`src/rtl/ftoi_pipe.sv`:
```
// Float-to-integer converter: two-stage pipeline with a valid/ready handshake.
// Stage 1 aligns the mantissa to the integer grid (round bit + sticky).
// Stage 2 rounds, range-checks and registers int_out / IV / IE.

package FPU_pkg;
  localparam logic [4:0] FPU_OP_CVTFI = 5'd10;
  localparam logic [4:0] FPU_OP_CVTFU = 5'd11;

  localparam logic [2:0] FPU_RM_RNE = 3'd0;
  localparam logic [2:0] FPU_RM_RTZ = 3'd1;
  localparam logic [2:0] FPU_RM_RDN = 3'd2;
  localparam logic [2:0] FPU_RM_RUP = 3'd3;
  localparam logic [2:0] FPU_RM_RMM = 3'd4;
endpackage

module ftoi_pipe
  import FPU_pkg::*;
#(
  parameter int EXP_W = 8,
  parameter int MAN_W = 24,
  parameter int INT_W = 32
) (
  input  logic             clk,
  input  logic             reset,
  input  logic             flush,
  input  logic             valid_in,
  output logic             ready_out,
  output logic             valid_out,
  input  logic             ready_in,
  input  logic [4:0]       op,
  input  logic [2:0]       rm,
  input  logic [MAN_W-1:0] man_a,
  input  logic [EXP_W-1:0] exp_a,
  input  logic             sgn_a,
  input  logic             zero_a,
  input  logic             inf_a,
  input  logic             sNaN_a,
  input  logic             qNaN_a,
  output logic [INT_W-1:0] int_out,
  output logic             IV,
  output logic             IE
);

  localparam int BIAS   = (1 << (EXP_W - 1)) - 1;
  // Mantissa sits above an (INT_W+1)-bit field; the MAN_W bits below the
  // field collect everything that ends up in the sticky bit.
  localparam int EXT_W  = MAN_W + INT_W + 1;
  localparam int SH_MAX = INT_W + 1;

  localparam logic [INT_W-1:0] MAX_S = {1'b0, {(INT_W-1){1'b1}}};
  localparam logic [INT_W-1:0] MIN_S = {1'b1, {(INT_W-1){1'b0}}};
  localparam logic [INT_W-1:0] ALL1  = {INT_W{1'b1}};
  localparam logic [INT_W:0]   LIM_S_POS = {2'b00, {(INT_W-1){1'b1}}};
  localparam logic [INT_W:0]   LIM_S_NEG = {2'b01, {(INT_W-1){1'b0}}};

  // handshake
  logic w_enable;
  logic w_op_ok;
  logic w_xfer;

  // stage-1 registers
  logic             r_s1_valid;
  logic [4:0]       r_s1_op;
  logic [2:0]       r_s1_rm;
  logic             r_s1_sgn;
  logic             r_s1_zero;
  logic             r_s1_inf;
  logic             r_s1_nan;
  logic             r_s1_ovf;
  logic [INT_W-1:0] r_s1_mag;
  logic             r_s1_rnd;
  logic             r_s1_stk;

  // stage-2 registers
  logic             r_s2_valid;
  logic [INT_W-1:0] r_s2_int;
  logic             r_s2_iv;
  logic             r_s2_ie;

  // alignment
  int               w_offset;
  int               w_shamt;
  logic             w_ovf;
  logic [EXT_W-1:0] w_ext;
  logic [EXT_W-1:0] w_shifted;
  logic [INT_W-1:0] w_mag;
  logic             w_rnd;
  logic             w_stk;

  // rounding / range
  logic             w_inc;
  logic [INT_W:0]   w_mag_r;
  logic [INT_W-1:0] w_mag_t;
  logic             w_unsigned;
  logic             w_in_range;
  logic [INT_W-1:0] w_res;
  logic             w_iv;
  logic             w_ie;

  assign w_enable  = !r_s2_valid || ready_in;
  assign w_op_ok   = (op == FPU_OP_CVTFI) || (op == FPU_OP_CVTFU);
  assign ready_out = w_enable && w_op_ok;
  assign w_xfer    = valid_in && ready_out;

  assign valid_out = r_s2_valid && !flush;
  assign int_out   = r_s2_int;
  assign IV        = r_s2_iv;
  assign IE        = r_s2_ie;

  // Align the mantissa so the field LSB is the 2^-1 (round) position.
  always_comb begin
    w_offset = INT_W - 1 + BIAS - int'(exp_a);
    w_ovf    = (w_offset < 0);
    if (w_ovf)
      w_shamt = 0;
    else if (w_offset > SH_MAX)
      w_shamt = SH_MAX;
    else
      w_shamt = w_offset;
    // Saturating at INT_W+1 pushes the whole mantissa below the field
    // without losing any set bit off the bottom, so sticky stays exact.
    w_ext     = {man_a, {(INT_W+1){1'b0}}};
    w_shifted = w_ext >> w_shamt;
    w_mag     = w_shifted[EXT_W-1 -: INT_W];
    w_rnd     = w_shifted[MAN_W];
    w_stk     = |w_shifted[MAN_W-1:0];
  end

  // Stage 1: capture operand class and aligned magnitude.
  always_ff @(posedge clk) begin
    if (reset) begin
      r_s1_valid <= 1'b0;
      r_s1_op    <= '0;
      r_s1_rm    <= '0;
      r_s1_sgn   <= 1'b0;
      r_s1_zero  <= 1'b0;
      r_s1_inf   <= 1'b0;
      r_s1_nan   <= 1'b0;
      r_s1_ovf   <= 1'b0;
      r_s1_mag   <= '0;
      r_s1_rnd   <= 1'b0;
      r_s1_stk   <= 1'b0;
    end else if (flush) begin
      r_s1_valid <= 1'b0;
    end else if (w_enable) begin
      r_s1_valid <= w_xfer;
      if (w_xfer) begin
        r_s1_op   <= op;
        r_s1_rm   <= rm;
        r_s1_sgn  <= sgn_a;
        r_s1_zero <= zero_a;
        r_s1_inf  <= inf_a;
        r_s1_nan  <= sNaN_a || qNaN_a;
        r_s1_ovf  <= w_ovf;
        r_s1_mag  <= w_mag;
        r_s1_rnd  <= w_rnd;
        r_s1_stk  <= w_stk;
      end
    end
  end

  // Round the magnitude, range-check the rounded value, pick the result.
  always_comb begin
    w_inc = 1'b0;
    case (r_s1_rm)
      FPU_RM_RNE: w_inc = r_s1_rnd && (r_s1_stk || r_s1_mag[0]);
      FPU_RM_RTZ: w_inc = 1'b0;
      FPU_RM_RDN: w_inc = r_s1_sgn && (r_s1_rnd || r_s1_stk);
      FPU_RM_RUP: w_inc = !r_s1_sgn && (r_s1_rnd || r_s1_stk);
      FPU_RM_RMM: w_inc = r_s1_rnd;
      default:    w_inc = 1'b0;
    endcase
    w_mag_r    = {1'b0, r_s1_mag} + {{INT_W{1'b0}}, w_inc};
    w_mag_t    = w_mag_r[INT_W-1:0];
    w_unsigned = (r_s1_op == FPU_OP_CVTFU);
    if (w_unsigned)
      w_in_range = r_s1_sgn ? (w_mag_r == '0) : !w_mag_r[INT_W];
    else
      w_in_range = r_s1_sgn ? (w_mag_r <= LIM_S_NEG) : (w_mag_r <= LIM_S_POS);

    w_res = '0;
    w_iv  = 1'b0;
    w_ie  = 1'b0;
    if (r_s1_nan) begin
      w_iv  = 1'b1;
      w_res = w_unsigned ? ALL1 : MAX_S;
    end else if (r_s1_zero) begin
      w_res = '0;
    end else if (r_s1_inf || r_s1_ovf || !w_in_range) begin
      w_iv = 1'b1;
      if (r_s1_sgn)
        w_res = w_unsigned ? '0 : MIN_S;
      else
        w_res = w_unsigned ? ALL1 : MAX_S;
    end else begin
      w_res = r_s1_sgn ? -w_mag_t : w_mag_t;
      w_ie  = r_s1_rnd || r_s1_stk;
    end
  end

  // Stage 2: result register, held while downstream stalls.
  always_ff @(posedge clk) begin
    if (reset) begin
      r_s2_valid <= 1'b0;
      r_s2_int   <= '0;
      r_s2_iv    <= 1'b0;
      r_s2_ie    <= 1'b0;
    end else if (flush) begin
      r_s2_valid <= 1'b0;
    end else if (w_enable) begin
      r_s2_valid <= r_s1_valid;
      if (r_s1_valid) begin
        r_s2_int <= w_res;
        r_s2_iv  <= w_iv;
        r_s2_ie  <= w_ie;
      end
    end
  end

endmodule

```
`config.mk`:
```
export PLATFORM = sky130hd
export DESIGN_NAME = ftoi_pipe
export DESIGN_NICKNAME = d
export VERILOG_FILES = /design/src/rtl/ftoi_pipe.sv
export SDC_FILE = /design/constraint.sdc
export NUM_CORES = 1
export LEC_CHECK = 0
export ABC_AREA = 0
export BUFFER_PORTS_ARGS = -buffer_cell sky130_fd_sc_hd__clkbuf_2
export CORE_MARGIN = 10
export CORE_UTILIZATION = 50
export CTS_CLUSTER_DIAMETER = 30
export DETAILED_ROUTE_END_ITERATION = 12
export GPL_TIMING_DRIVEN = 1
export HOLD_SLACK_MARGIN = 0.02
export PLACE_DENSITY_LB_ADDON = 0.2
export SLEW_MARGIN = 30
export SYNTH_ARGS = -nofsm -noshare
export SYNTH_HDL_FRONTEND = slang
export SYNTH_SLANG_ARGS = --single-unit
```
`constraint.sdc`:
```
create_clock -name clk -period 6.4 [get_ports clk]
set_clock_uncertainty 0.2 [all_clocks]
set_input_delay 0.64 -clock clk [delete_from_list [all_inputs] [get_ports clk]]
set_output_delay 0.64 -clock clk [all_outputs]
set_load 0.1 [all_outputs]
```
== Word level (Yosys, flattened, before mapping) ==
Index checks and enable logic that the tools add are counted.

* Add/subtract/negate cells: 3
* Order comparisons: 4
* Equal/unequal tests: 6
* Shift operators: 1
* Muxes and demuxes: 19
* Bitwise operators: 1
* Reductions and logical operators: 24

{| class="wikitable"
|+ Operators by type and width
! kind !! count
|-
| 32-bit two-way mux || 9
|-
| 57-bit by 32-bit >> shifter with 57-bit output || 1
|-
| 32-bit by 1-bit adder with 33-bit output || 1
|-
| 33-bit by 31-bit <= comparator with 1-bit output (second input constant) || 1
|-
| 33-bit by 32-bit <= comparator with 1-bit output (second input constant) || 1
|-
| 33-bit logical NOT || 1
|-
| 32-bit negator || 1
|-
| 24-bit OR reduction || 1
|-
| 5-bit by 4-bit == test with 1-bit output (second input constant) || 3
|-
| 9-bit by 7-bit > comparator with 1-bit output (second input constant) || 1
|-
| 9-bit by 1-bit less-than comparator with 1-bit output (second input constant) || 1
|-
| 1-bit two-way mux || 9
|-
| 8-bit by 8-bit subtractor with 9-bit output (first input constant) || 1
|-
| 1-bit logical OR || 7
|-
| 3-bit by 2-bit == test with 1-bit output (second input constant) || 2
|-
| 1-bit logical AND || 6
|-
| 3-bit AND reduction || 2
|-
| 1-bit logical NOT || 5
|-
| 1-bit case mux with 4 select lines || 1
|-
| 3-bit == test (second input constant) || 1
|-
| 3-bit logical NOT || 1
|-
| 2-bit OR reduction || 1
|-
| 1-bit NOT || 1
|}

* Register bits: 83
* Bits of input ports: 50
* Word-level logic and storage cells: 73

== Depth between registers and ports, before layout ==
Gate-level depths: netlist of run 1.

* Depth in word-level cells: 12
* Depth in mapped cells: 22

== Least setup slack after synthesis of run 1 ==
Ideal clock, no wire load.

* Path kind: in2reg
* Start: input op[4]
* End: register r_s1_stk
* Library setup time: 0.138 ns
* Arrival: 5.364 ns
* Data required time: 6.062 ns
* Slack: 0.697 ns
* Stages: 7
* Path buffers: 0
* Cells stage by stage: nor4_1 -> nand2_1 -> nor3_1 -> nand2_1 -> a2111oi_0 -> a32o_1 -> a41oi_1

* Cells in the longest elaborated chain, start to end: 5
* Elaborated cells on any way between the ends: 6
* Those cells by class: 2 x eq/ne; 4 x reduce/logical

{| class="wikitable"
|+ RTL lines
! item !! RTL line !! source
|-
| start, declared || 30 || <nowiki>input logic [4:0] op,</nowiki>
|-
| 5-bit by 4-bit == test with 1-bit output || 101 || <nowiki>assign w_op_ok = (op == FPU_OP_CVTFI) || (op == FPU_OP_CVTFU);</nowiki>
|-
| 1-bit logical OR * || 101 ||
|-
| 1-bit logical AND * || 102 || <nowiki>assign ready_out = w_enable && w_op_ok;</nowiki>
|-
| 1-bit logical AND * || 103 || <nowiki>assign w_xfer = valid_in && ready_out;</nowiki>
|-
| 3-bit AND reduction (no line) * || n/a ||
|-
| end signal, assigned || 157 || <nowiki>r_s1_stk <= w_stk;</nowiki>
|-
| end, declared || 72 || <nowiki>logic r_s1_stk;</nowiki>
|}

Mark *: on every way between the ends. The rest lies on a longest branch, timed or not.
A chain may end at the register's enable or synchronous reset.

== Final worst setup path of run 1 ==
* Start: register r_s1_rm[0]
* End: register r_s2_int[18] (netlist: int_out[18])

* Cells in the longest elaborated chain, start to end: 11
* Elaborated cells on any way between the ends: 20
* Those cells by class: 2 x add/sub; 2 x order compare; 3 x eq/ne; 8 x mux; 5 x reduce/logical

{| class="wikitable"
|+ RTL lines
! item !! RTL line !! source
|-
| start, declared || 64 || <nowiki>logic [2:0] r_s1_rm;</nowiki>
|-
| start signal, assigned || 149 || <nowiki>r_s1_rm <= rm;</nowiki>
|-
| 3-bit == test, or another cell as far along || 165 || <nowiki>case (r_s1_rm)</nowiki>
|-
| 1-bit case mux with 4 select lines * || 165 ||
|-
| 32-bit by 1-bit adder with 33-bit output * || 173 || <nowiki>w_mag_r = {1'b0, r_s1_mag} + {{INT_W{1'b0}}, w_inc};</nowiki>
|-
| 33-bit by 31-bit <= comparator with 1-bit output, or another cell as far along || 179 || <nowiki>w_in_range = r_s1_sgn ? (w_mag_r <= LIM_S_NEG) : (w_mag_r <= LIM_S_POS);</nowiki>
|-
| 1-bit two-way mux (on tied branches) || 179, 177 ||
|-
| 1-bit two-way mux || 176 || <nowiki>if (w_unsigned)</nowiki>
|-
| 1-bit logical NOT || 189 || <nowiki>end else if (r_s1_inf || r_s1_ovf || !w_in_range) begin</nowiki>
|-
| 1-bit logical OR || 189 ||
|-
| 32-bit two-way mux * || 189 ||
|-
| 32-bit two-way mux * || 187 || <nowiki>end else if (r_s1_zero) begin</nowiki>
|-
| 32-bit two-way mux * || 184 || <nowiki>if (r_s1_nan) begin</nowiki>
|-
| end signal, assigned || 213 || <nowiki>r_s2_int <= w_res;</nowiki>
|-
| end, declared || 76 || <nowiki>logic [INT_W-1:0] r_s2_int;</nowiki>
|}

Marked as above.

==> implementation parameters, run 1 <==
Parameter                              Value

Outcome
  Result of the run    complete, no violations

Timing
  Worst hold margin    about 0.26 ns
  Final Hold Fails    0
  Count of final setup violators    0
  Final count of pins violating max slew    0
  Post-route minimum period    around 5.6 ns
  Aggregate negative setup slack    0 ns
  Transition time at the pin with the least slew margin    approximately 1.0 ns
  Slew HR    31.59%
  Maximum clock frequency    about 180 MHz
  Setup repair after global routing missed its margin    false
  Final critical-path share of the clock period    87.24%

Setup path
  Critical path buffers and inverters    0
  Worst setup path start    r_s1_rm[0]
  Maximum fanout encountered on the critical timing path    12
  Required time of the critical path    ~6.4 ns
  Register-to-register path setup slack    0.82 ns
  Sort of element at the start of the critical path    flip-flop
  Critical path's largest stage delay    0.75 ns
  CP Class    reg2reg
  Signal arrival time at the worst endpoint    between 5 and 6 ns
  Worst flop-to-flop path startpoint    r_s1_rm[0]
  Delay-heaviest family, CP    compound AO/OA/AOI/OAI gates
  Slowest stage cell, crit path    a2111oi_0
  Crit end category    flip-flop
  Critical Path Most Common Cell    o21ai_0
  Critical path cell sequence    xor2_1 > o2111ai_1 > o21ai_0 > ha_1 > ha_1 > nand4_2 > o21ai_0 > nand2_1 > a2111oi_0 > nand4_1 > nor4_2 > and3_2 > o21ai_2 > nor2_1 > o21ai_0 > a2111oi_2

Routing
  Total routed wirelength    27.86 mm
  Post-detailed-route DRC marker count    0
  Routed wirelength normalized by instance count    20.20 um
  DR pass1 iterations    6
  Number of violations reported at the end of detailed-routing iteration 0    approximately 1300
  Routed vias/inst    about 6.7
  Total via count after detailed routing    approximately 9200
  ANT nets after route    0

Clocking
  TritonCTS clock tree    done
  Clock insertion delay at the later pin of the skew report    0.35 ns
  Count of cells resized by post-cts repair    0
  Clock slew at reported path FFs    0.06 ns
  CTS H-tree lvls    3
  Maximum clock path buffer count    2
  Post-CTS Setup Repair Bufs    0
  TritonCTS Buffers    9
  Clock Sink Count    between 80 and 90
  Root cell of the clock tree    clkbuf_16
  Cts hold-fix bufs    0

Power and ir drop
  Maximum ir drop on the vdd rail    122.0 uV
  Total design power    between 1 and 1.5 mW
  Total power density per cell area    162.5 nW/um2
  Static leakage    between 3 and 4 nW

Floorplan
  Full die area    around 21000 um2
  Die Y-Extent    roughly 150 um
  Initial core utilization    a little over 50%
  Site row count    45
  Die width    145.6 um
  Core ar.    15310 um2
  Count of boundary I/O pins    86

Yosys
  Count of yosys warnings during synthesis    0
  Largest cells by area after synthesis    dfxtp_1 21%, nor2_1 6.2%, nand2_1 5.7%, a21oi_1 5.5%, o21ai_0 5.4%
  Area fraction of the dominant cell type after synthesis    about a fifth
  Netlist cell types    between 80 and 90
  Post-synth net total    ~1200
  Register area share after synthesis    21.06%
  Post-synthesis sequential element count    83
  Most used flip-flop cell after synthesis    dfxtp_1
  Netlist Area Pre-Place    7890 um2
  Avg Cell Area, Syn    6.952 um2
  Instance count of the mapped netlist    1135
  EDFF count, synth    0
  Share of synthesized flip-flops with an asynchronous set or reset    0%
  Most area-hungry cell type in the Yosys netlist    dfxtp_1

Finish
  Net count, final    1218
  Final std cell area, no fill    8731 um2
  Leading cell type in the layout, fill and taps excluded    nor2_1
  Most used cells in the layout excluding fill and tap cells    131 x nor2_1, 119 x nand2_1, 85 x o21ai_0, 85 x a21oi_1, 85 x clkbuf_2
  Share of post-route cells with drive strength above 1    between 10% and 20%
  Area Overhead vs Synth    10.66%
  Core Util, Final    57.01%

Global route
  Vias in the first global route    roughly 8600
  First-pass GRT wire length    between 40 and 50 mm
  Gr ovfl total    0
  Number of antenna violations at the first check in global routing    0
  GRT Overall Usage    around a quarter
  Pin count of the biggest net entering global routing    74

Place
  Post-DP HPWL    about 21 mm
  Routability-driven placement congestion ratio    about 1
  Count of input and output buffers    between 80 and 90
  Placed inst area    8382 um2

Min path
  Worst hold path class    reg2reg
  Launch point of the worst hold path    r_s1_op[0]

Job
  Max capacitance violation total    0
## metal layers
metal	wire length, um	share of wire [%]	up-vias	GRT usage [%]
li1	-	-	4297	-
met1	12160	44	4268	34.64
met2	12030	43	558	37.80
met3	3137	11	64	6.333
met4	531	1.9	0	6.117
met5	0	0	-	0
## registers in the layout, summed over array words and instances (netlist names)
register    count
IE              1
IV              1
int_out        32
r_s1_inf        1
r_s1_mag       32
r_s1_nan        1
r_s1_op         5
r_s1_ovf        1
r_s1_rm         3
r_s1_rnd        1
r_s1_sgn        1
r_s1_stk        1
r_s1_valid      1
r_s1_zero       1
r_s2_valid      1
## final cells by class
cell class	count	area, um2
diodes	1	2.502
clock buffers	11	252.7
clock inverters	5	85.08
fillers	1527	6584
inverters	18	67.56
multi-input cells	942	5799
flip-flops and latches	83	1662
well taps	211	264.0
repair buffers	108	598.1
## logic make-up after synthesis
group,count (synthesis),share of synthesized area [%]
buffers and inverters,110,5.772
adder cells (fa/ha/maj),6,0.9514
XOR/XNOR,48,5.328
flip-flops,83,21.06
AO/OA/AOI/OAI,345,29.12
multiplexers,30,5.201
AND/OR/NAND/NOR,513,32.57
## report_power, final
part           internal [mW]  leakage, nW  switching, mW
clock                  0.364        0.162          0.217
sequential             0.519        0.669        0.00263
combinational          0.106         2.41          0.210
total                  0.989         3.24          0.430
## Yosys cell counts (6+ instances only)
library cell and instances:
a22oi_1 14, a32o_1 6, xor2_1 19, nand2b_1 10
a221oi_1 6, a2111oi_2 8, a211oi_1 19, nand4_1 31
dfxtp_1 83, mux2_2 8, nor4_1 16, o21ai_0 85
ha_1 6, nand3_1 71, nand2_1 119, a21boi_0 9
clkbuf_1 63, nor2_1 131, a31oi_1 11, buf_1 6
and3_1 20, a21oi_1 86, or3_1 11, mux2i_1 14
mux4_2 8, buf_2 19, o211ai_1 13, and2_1 14
nor3_1 44, inv_1 16, xnor2_1 29, o22ai_1 19
## worst paths after layout
| kind | end | depth (start not counted) |
|---|---|---|
| max | int_out[18] | 16 |
| min | r_s1_op[0] | 2 |
| max reg2reg | int_out[18] | 16 |
| min reg2reg | r_s1_op[0] | 2 |
## worst register-to-register path, stage by stage, from the launching register on
cell       delay (ns)
dfxtp_1          0.36
xor2_1           0.15
o2111ai_1        0.12
o21ai_0          0.09
ha_1             0.30
ha_1             0.34
nand4_2          0.33
o21ai_0          0.38
nand2_1          0.16
a2111oi_0        0.75
nand4_1          0.30
nor4_2           0.27
and3_2           0.27
o21ai_2          0.10
nor2_1           0.71
o21ai_0          0.27
a2111oi_2        0.39
## per-stage QoR
| step | std cells | worst slack (ns) |
|---|---|---|
| final | 1379 | 0.8164 |
| after global routing | 1378 | 0.3611 |
| after CTS | 1378 | 0.6876 |
| after detailed placement | 1362 | 0.7550 |
| after global placement | 1362 | 0.8607 |
| after floorplan | 1135 | 0.6974 |
No activity file was read; power rests on OpenSTA's default activity.
==> run 2: changes to the inputs <==
- RECOVER_POWER: not set -> 100
==> implementation parameters, run 2 (same netlist as run 1, synthesis figures left out) <==
Parameter                              Value

Global route
  GRT Overall Usage    25.02% (unchanged)
  Pin count of the biggest net entering global routing    74 (unchanged)
  Gr ovfl total    0 (unchanged)
  Number of antenna violations at the first check in global routing    0 (unchanged)
  First-pass GRT wire length    45.22 mm (unchanged)
  Vias in the first global route    8584 (unchanged)

Place
  Count of input and output buffers    85 (unchanged)
  Cell count after placement    1362 (unchanged)
  Routability-driven placement congestion ratio    0.9987 (unchanged)
  Worst slack at placement    0.7550 ns (unchanged)
  Post-DP HPWL    20.66 mm (unchanged)
  Placed inst area    8382 um2 (unchanged)

Setup path
  Worst reg2reg endpoint    int_out[24]
  Maximum fanout encountered on the critical timing path    20 (+8)
  Reg2reg path depth    16 (unchanged)
  Required time of the critical path    6.41 ns (-0.03 ns)
  Sort of element at the start of the critical path    flip-flop
  CP Class    reg2reg
  Crit end category    flip-flop
  Delay-heaviest family, CP    compound AO/OA/AOI/OAI gates
  Critical path's largest stage delay    0.72 ns (-0.03 ns)
  Slowest stage cell, crit path    a2111oi_0
  Register-to-register path setup slack    0.69 ns (-0.13 ns)
  Worst flop-to-flop path startpoint    r_s1_rm[0]
  Signal arrival time at the worst endpoint    5.72 ns (+0.10 ns)
  Critical path buffers and inverters    0 (unchanged)
  Critical path cell sequence    xor2_1 > o2111ai_1 > o21ai_0 > ha_1 > ha_1 > nand4_2 > o21ai_0 > nand2_1 > a2111oi_0 > nand4_1 > nor4_1 > and3_2 > o21a_1 > nor2_1 > or4_4 > o22ai_1

Timing
  Aggregate negative setup slack    0 ns (unchanged)
  Transition time at the pin with the least slew margin    3.435 ns (+2.408 ns)
  Final count of pins violating max slew    74 (+74)
  Post-route minimum period    5.709 ns (+0.1256 ns)
  Worst hold margin    0.2618 ns (-0.001296 ns)
  Final critical-path share of the clock period    89.21% (+2.0 points)
  Fin worst setup slack    0.6909 ns (-0.1256 ns)
  Count of final setup violators    0 (unchanged)
  Slew HR    -129.0% (-160 points)
  Maximum clock frequency    175.2 MHz (-2.2%)
  Final Hold Fails    0 (unchanged)
  Setup repair after global routing missed its margin    false

Power and ir drop
  Total design power    1.413 mW (-0.38%)
  Net load switching power    0.4270 mW (-0.75%)
  Net Sw Frac    30.21% (-0.11 points)
  Internal power consumption    0.9865 mW (-0.21%)
  Combinational power share    22.1% (-0.2 points)
  Maximum ir drop on the vdd rail    121.1 uV (-0.74%)
  Total power density per cell area    163.3 nW/um2 (+0.47%)
  Static leakage    3.105 nW (-4.3%)
  Share of total power in sequential cells    36.9% (+0.2 points)
  Clk network pwr share    41.0% (about the same)

Routing
  Routed vias/inst    6.621 (-0.61%)
  Routed wirelength normalized by instance count    20.25 um (+0.23%)
  DR pass1 iterations    6 (unchanged)
  ANT nets after route    0 (unchanged)
  Number of violations reported at the end of detailed-routing iteration 0    1226 (-6.9%)
  Total via count after detailed routing    9124 (-0.69%)
  Total routed wirelength    27.90 mm (+0.16%)
  Post-detailed-route DRC marker count    0 (unchanged)

Finish
  Leading cell type in the layout, fill and taps excluded    nor2_1
  Final std cell area, no fill    8657 um2 (-0.85%)
  Net count, final    1218 (unchanged)
  Layout filler cell count    1557 (+2.0%)
  Area occupied by multi-input gates    5786 um2 (-0.24%)
  Sequential standard cell area    1662 um2 (unchanged)
  Share of post-route cells with drive strength above 1    11.31% (-3.9 points)
  Most used cells in the layout excluding fill and tap cells    131 x nor2_1, 119 x nand2_1, 88 x o21ai_0, 85 x a21oi_1, 83 x dfxtp_1
  Area Overhead vs Synth    9.721%
  Fin cells    1378 (-0.073%)
  Core Util, Final    56.53% (-0.48 points)
  Antenna diode count    0 (-1)

Clocking
  TritonCTS clock tree    done
  Clock Sink Count    83 (unchanged)
  TritonCTS Buffers    9 (unchanged)
  Root cell of the clock tree    clkbuf_16
  Post-CTS Setup Repair Bufs    0 (unchanged)
  Cts hold-fix bufs    0 (unchanged)
  Clock insertion delay at the later pin of the skew report    0.34 ns (about the same)
  Clock slew at reported path FFs    0.06 ns (about the same)
  CTS H-tree lvls    3 (unchanged)
  Maximum clock path buffer count    2 (unchanged)
  Count of cells resized by post-cts repair    0 (unchanged)

Floorplan
  Die Y-Extent    145.6 um (unchanged)
  Initial core utilization    51.52% (unchanged)
  Count of boundary I/O pins    86 (unchanged)
  Die width    145.6 um (unchanged)
  Site row count    45 (unchanged)
  Full die area    21210 um2 (unchanged)
  Core ar.    15310 um2 (unchanged)

Job
  Max capacitance violation total    1 (+1)

Min path
  Launch point of the worst hold path    r_s1_op[0]
  Worst hold path class    reg2reg
  Capture endpoint of the worst hold path    r_s1_op[0]
  Hold path cells    2 (unchanged)

Outcome
  Result of the run    complete, but fails checks
  Failing checks    max-capacitance violations, max-slew violations
==> run 2: area by class of cell <==
| class | instances | share of cell area, % |
|---|---|---|
| Clock buffer | 11 | 2.919 |
| Clock inverter | 5 | 0.9828 |
| Inverter | 18 | 0.7805 |
| Multi-Input combinational cell | 942 | 66.83 |
| Sequential cell | 83 | 19.19 |
| Tap cell | 211 | 3.050 |
| Timing Repair Buffer | 108 | 6.244 |
==> run 2: worst register-to-register path, delay by kind of cell, from the launching register on <==
family	cells	cell delay (ns)
AOI/OAI and AO/OA	6	2.14
and+or+nand+nor	7	2.11
adders and majority gates	2	0.63
DFF	1	0.36
xor gates and xnor gates	1	0.15
==> run 2: how the worst max path moves through the flow <==
stage | to | depth (start not counted) | startpoint | slack (ns)
floorplan | r_s1_stk | 7 | op[4] | 0.70
global placement | int_out[16] | 16 | r_s1_rm[0] | 0.86
detailed placement | int_out[16] | 16 | r_s1_rm[0] | 0.75
CTS | int_out[16] | 16 | r_s1_rm[0] | 0.69
global route | int_out[26] | 16 | r_s1_rm[0] | 0.20
finish | int_out[24] | 16 | r_s1_rm[0] | 0.69
==> run 2: power by group through the flow <==
| stage | Clock [mW] | Sequential (mW) | Combinational, mW |
|---|---|---|---|
| after CTS | 0.588 | 0.521 | 0.300 |
| after global routing | 0.608 | 0.521 | 0.334 |
| after floorplan | 0 | 0.537 | 0.199 |
| after global placement | 0 | 0.533 | 0.303 |
| final | 0.580 | 0.521 | 0.312 |
| after detailed placement | 0 | 0.533 | 0.299 |
==> run 2: routing by layer <==
| metal | global-route usage, % | vias to the layer above | wire length (um) |
|---|---|---|---|
| met5 | 0 | - | 0 |
| met4 | 6.117 | 0 | 476 |
| met3 | 6.333 | 50 | 3164 |
| met2 | 37.80 | 541 | 12030 |
| met1 | 34.64 | 4246 | 12230 |
| li1 | - | 4287 | - |
==> run 3: changes to the inputs <==
- REMOVE_ABC_BUFFERS: not set -> 1
==> implementation parameters, run 3 (same netlist as run 1, synthesis figures left out) <==
Parameter                              Value

Global route
  Vias in the first global route    8426 (-1.8%)
  First-pass GRT wire length    44.28 mm (-2.1%)
  Pin count of the biggest net entering global routing    72 (-2.7%)
  GRT Overall Usage    24.64% (-0.38 points)
  Gr ovfl total    0 (unchanged)
  Number of antenna violations at the first check in global routing    0 (unchanged)

Clocking
  TritonCTS clock tree    done
  Root cell of the clock tree    clkbuf_16
  Clock Sink Count    83 (unchanged)
  CTS H-tree lvls    3 (unchanged)
  TritonCTS Buffers    9 (unchanged)
  Maximum clock path buffer count    2 (unchanged)
  Cts hold-fix bufs    0 (unchanged)
  Count of cells resized by post-cts repair    0 (unchanged)
  Post-CTS Setup Repair Bufs    0 (unchanged)
  Clock insertion delay at the later pin of the skew report    0.35 ns (about the same)
  Clock slew at reported path FFs    0.06 ns (about the same)

Setup path
  CP Class    reg2reg
  Signal arrival time at the worst endpoint    6.01 ns (+0.29 ns)
  Sort of element at the start of the critical path    flip-flop
  Required time of the critical path    6.42 ns (about the same)
  Reg2reg path depth    17 (+1)
  Crit end category    flip-flop
  Maximum fanout encountered on the critical timing path    12 (-40%)

Floorplan
  Count of boundary I/O pins    86 (unchanged)
  Site row count    45 (unchanged)
  Initial core utilization    51.52% (unchanged)
  Full die area    21210 um2 (unchanged)
  Die Y-Extent    145.6 um (unchanged)
  Die width    145.6 um (unchanged)
  Core ar.    15310 um2 (unchanged)

Timing
  Count of final setup violators    0 (unchanged)
  Post-route minimum period    5.991 ns (+0.2815 ns)
  Final critical-path share of the clock period    93.60% (+4.4 points)
  Maximum clock frequency    166.9 MHz (-4.7%)
  Worst hold margin    0.2679 ns (+0.006170 ns)
  Aggregate negative setup slack    0 ns (unchanged)
  Setup repair after global routing missed its margin    false
  Final Hold Fails    0 (unchanged)
  Final count of pins violating max slew    0 (-100%)
  Slew HR    20.15% (+150 points)
  Transition time at the pin with the least slew margin    1.198 ns (-2.237 ns)

Outcome
  Result of the run    complete, no violations

Finish
  Leading cell type in the layout, fill and taps excluded    nor2_1
  Net count, final    1221 (+0.25%)
  Antenna diode count    0 (unchanged)
  Most used cells in the layout excluding fill and tap cells    131 x nor2_1, 119 x nand2_1, 88 x o21ai_0, 84 x a21oi_1, 83 x dfxtp_1
  Fin cells    1381 (+0.22%)
  Area Overhead vs Synth    8.991%
  Share of post-route cells with drive strength above 1    10.94% (-0.37 points)
  Layout filler cell count    1558 (+0.064%)

Job
  Max capacitance violation total    0 (-1)

Place
  Post-DP HPWL    20.47 mm (-0.91%)
  Count of input and output buffers    85 (unchanged)
  Routability-driven placement congestion ratio    0.9909 (-0.78%)
  Cell count after placement    1365 (+0.22%)

Routing
  Routed vias/inst    6.545 (-1.2%)
  Total via count after detailed routing    9038 (-0.94%)
  Post-detailed-route DRC marker count    0 (unchanged)
  Routed wirelength normalized by instance count    19.65 um (-2.9%)
  Number of violations reported at the end of detailed-routing iteration 0    1053 (-14%)
  Total routed wirelength    27.14 mm (-2.7%)
  DR pass1 iterations    6 (unchanged)
  ANT nets after route    0 (unchanged)

Min path
  Hold path cells    2 (unchanged)
  Worst hold path class    reg2reg

Power and ir drop
  Total power density per cell area    157.9 nW/um2 (-3.3%)
  Maximum ir drop on the vdd rail    183.4 uV (+51%)
  Static leakage    3.067 nW (-1.2%)
run 3: cell types whose count changed in the layout (fill, tap and decap cells not counted), sizes merged:
cell	delta
clkbuf	+3
inv	+3
buf	-2
bufinv	-1
clkinv	+1
clkinvlp	-1
run 3: final timing paths:
path | startpoint | end | slack (ns)
hold / removal | r_s1_inf | r_s1_inf | 0.27
setup / recovery | r_s1_rm[0] | int_out[10] | 0.41
setup reg to reg | r_s1_rm[0] | int_out[10] | 0.41
hold reg to reg | r_s1_inf | r_s1_inf | 0.27
run 3: metrics by stage:
step	utilization, %	power, mW	setup WS [ns]	instance area (um2)
2_1_floorplan	-	0.7197	-1.078	7502
3_3_place_gp	54.85	0.8294	0.8289	8401
3_5_place_dp	54.85	0.8295	0.6364	8401
4_1_cts	56.81	1.360	0.6023	8701
5_1_grt	56.15	1.412	0.03449	8600
6_report	56.15	1.358	0.4093	8600
run 3: cell type report:
cell class	instances	area (um2)	area share, %
clock buffer	9	225.2	2.619
tap	211	264.0	3.070
timing repair buffer	111	544.3	6.329
inverter	18	67.56	0.7857
clock inverter	7	75.07	0.8730
sequential	83	1662	19.32
multi-input combinational	942	5762	67.00
run 3: layer usage:
metal	track usage [%]	routed length, um	vias up
met5	0	0	-
met4	6.168	456	0
met3	8.010	3147	48
met2	36.45	11840	471
met1	33.62	11690	4213
li1	-	-	4306
run 3: where the power goes:
part	internal, mW	switching (mW)
Sequential	0.519	0.00257
Clock	0.306	0.225
Combinational	0.103	0.203
run 3: critical path, stage by stage, from the launching register on:
cell and delay (ns):
dfxtp_1 0.36, xor2_1 0.15, o2111ai_1 0.11, o21ai_0 0.09
ha_1 0.27, ha_1 0.33, nand4_2 0.29, nor4_2 0.92
nand4_1 0.27, xor2_1 0.38, nand3_1 0.17, nor4_2 0.35
and3_2 0.27, o21ai_2 0.05, clkbuf_1 0.19, nor2_1 0.74
o21ai_0 0.22, a2111oi_0 0.47
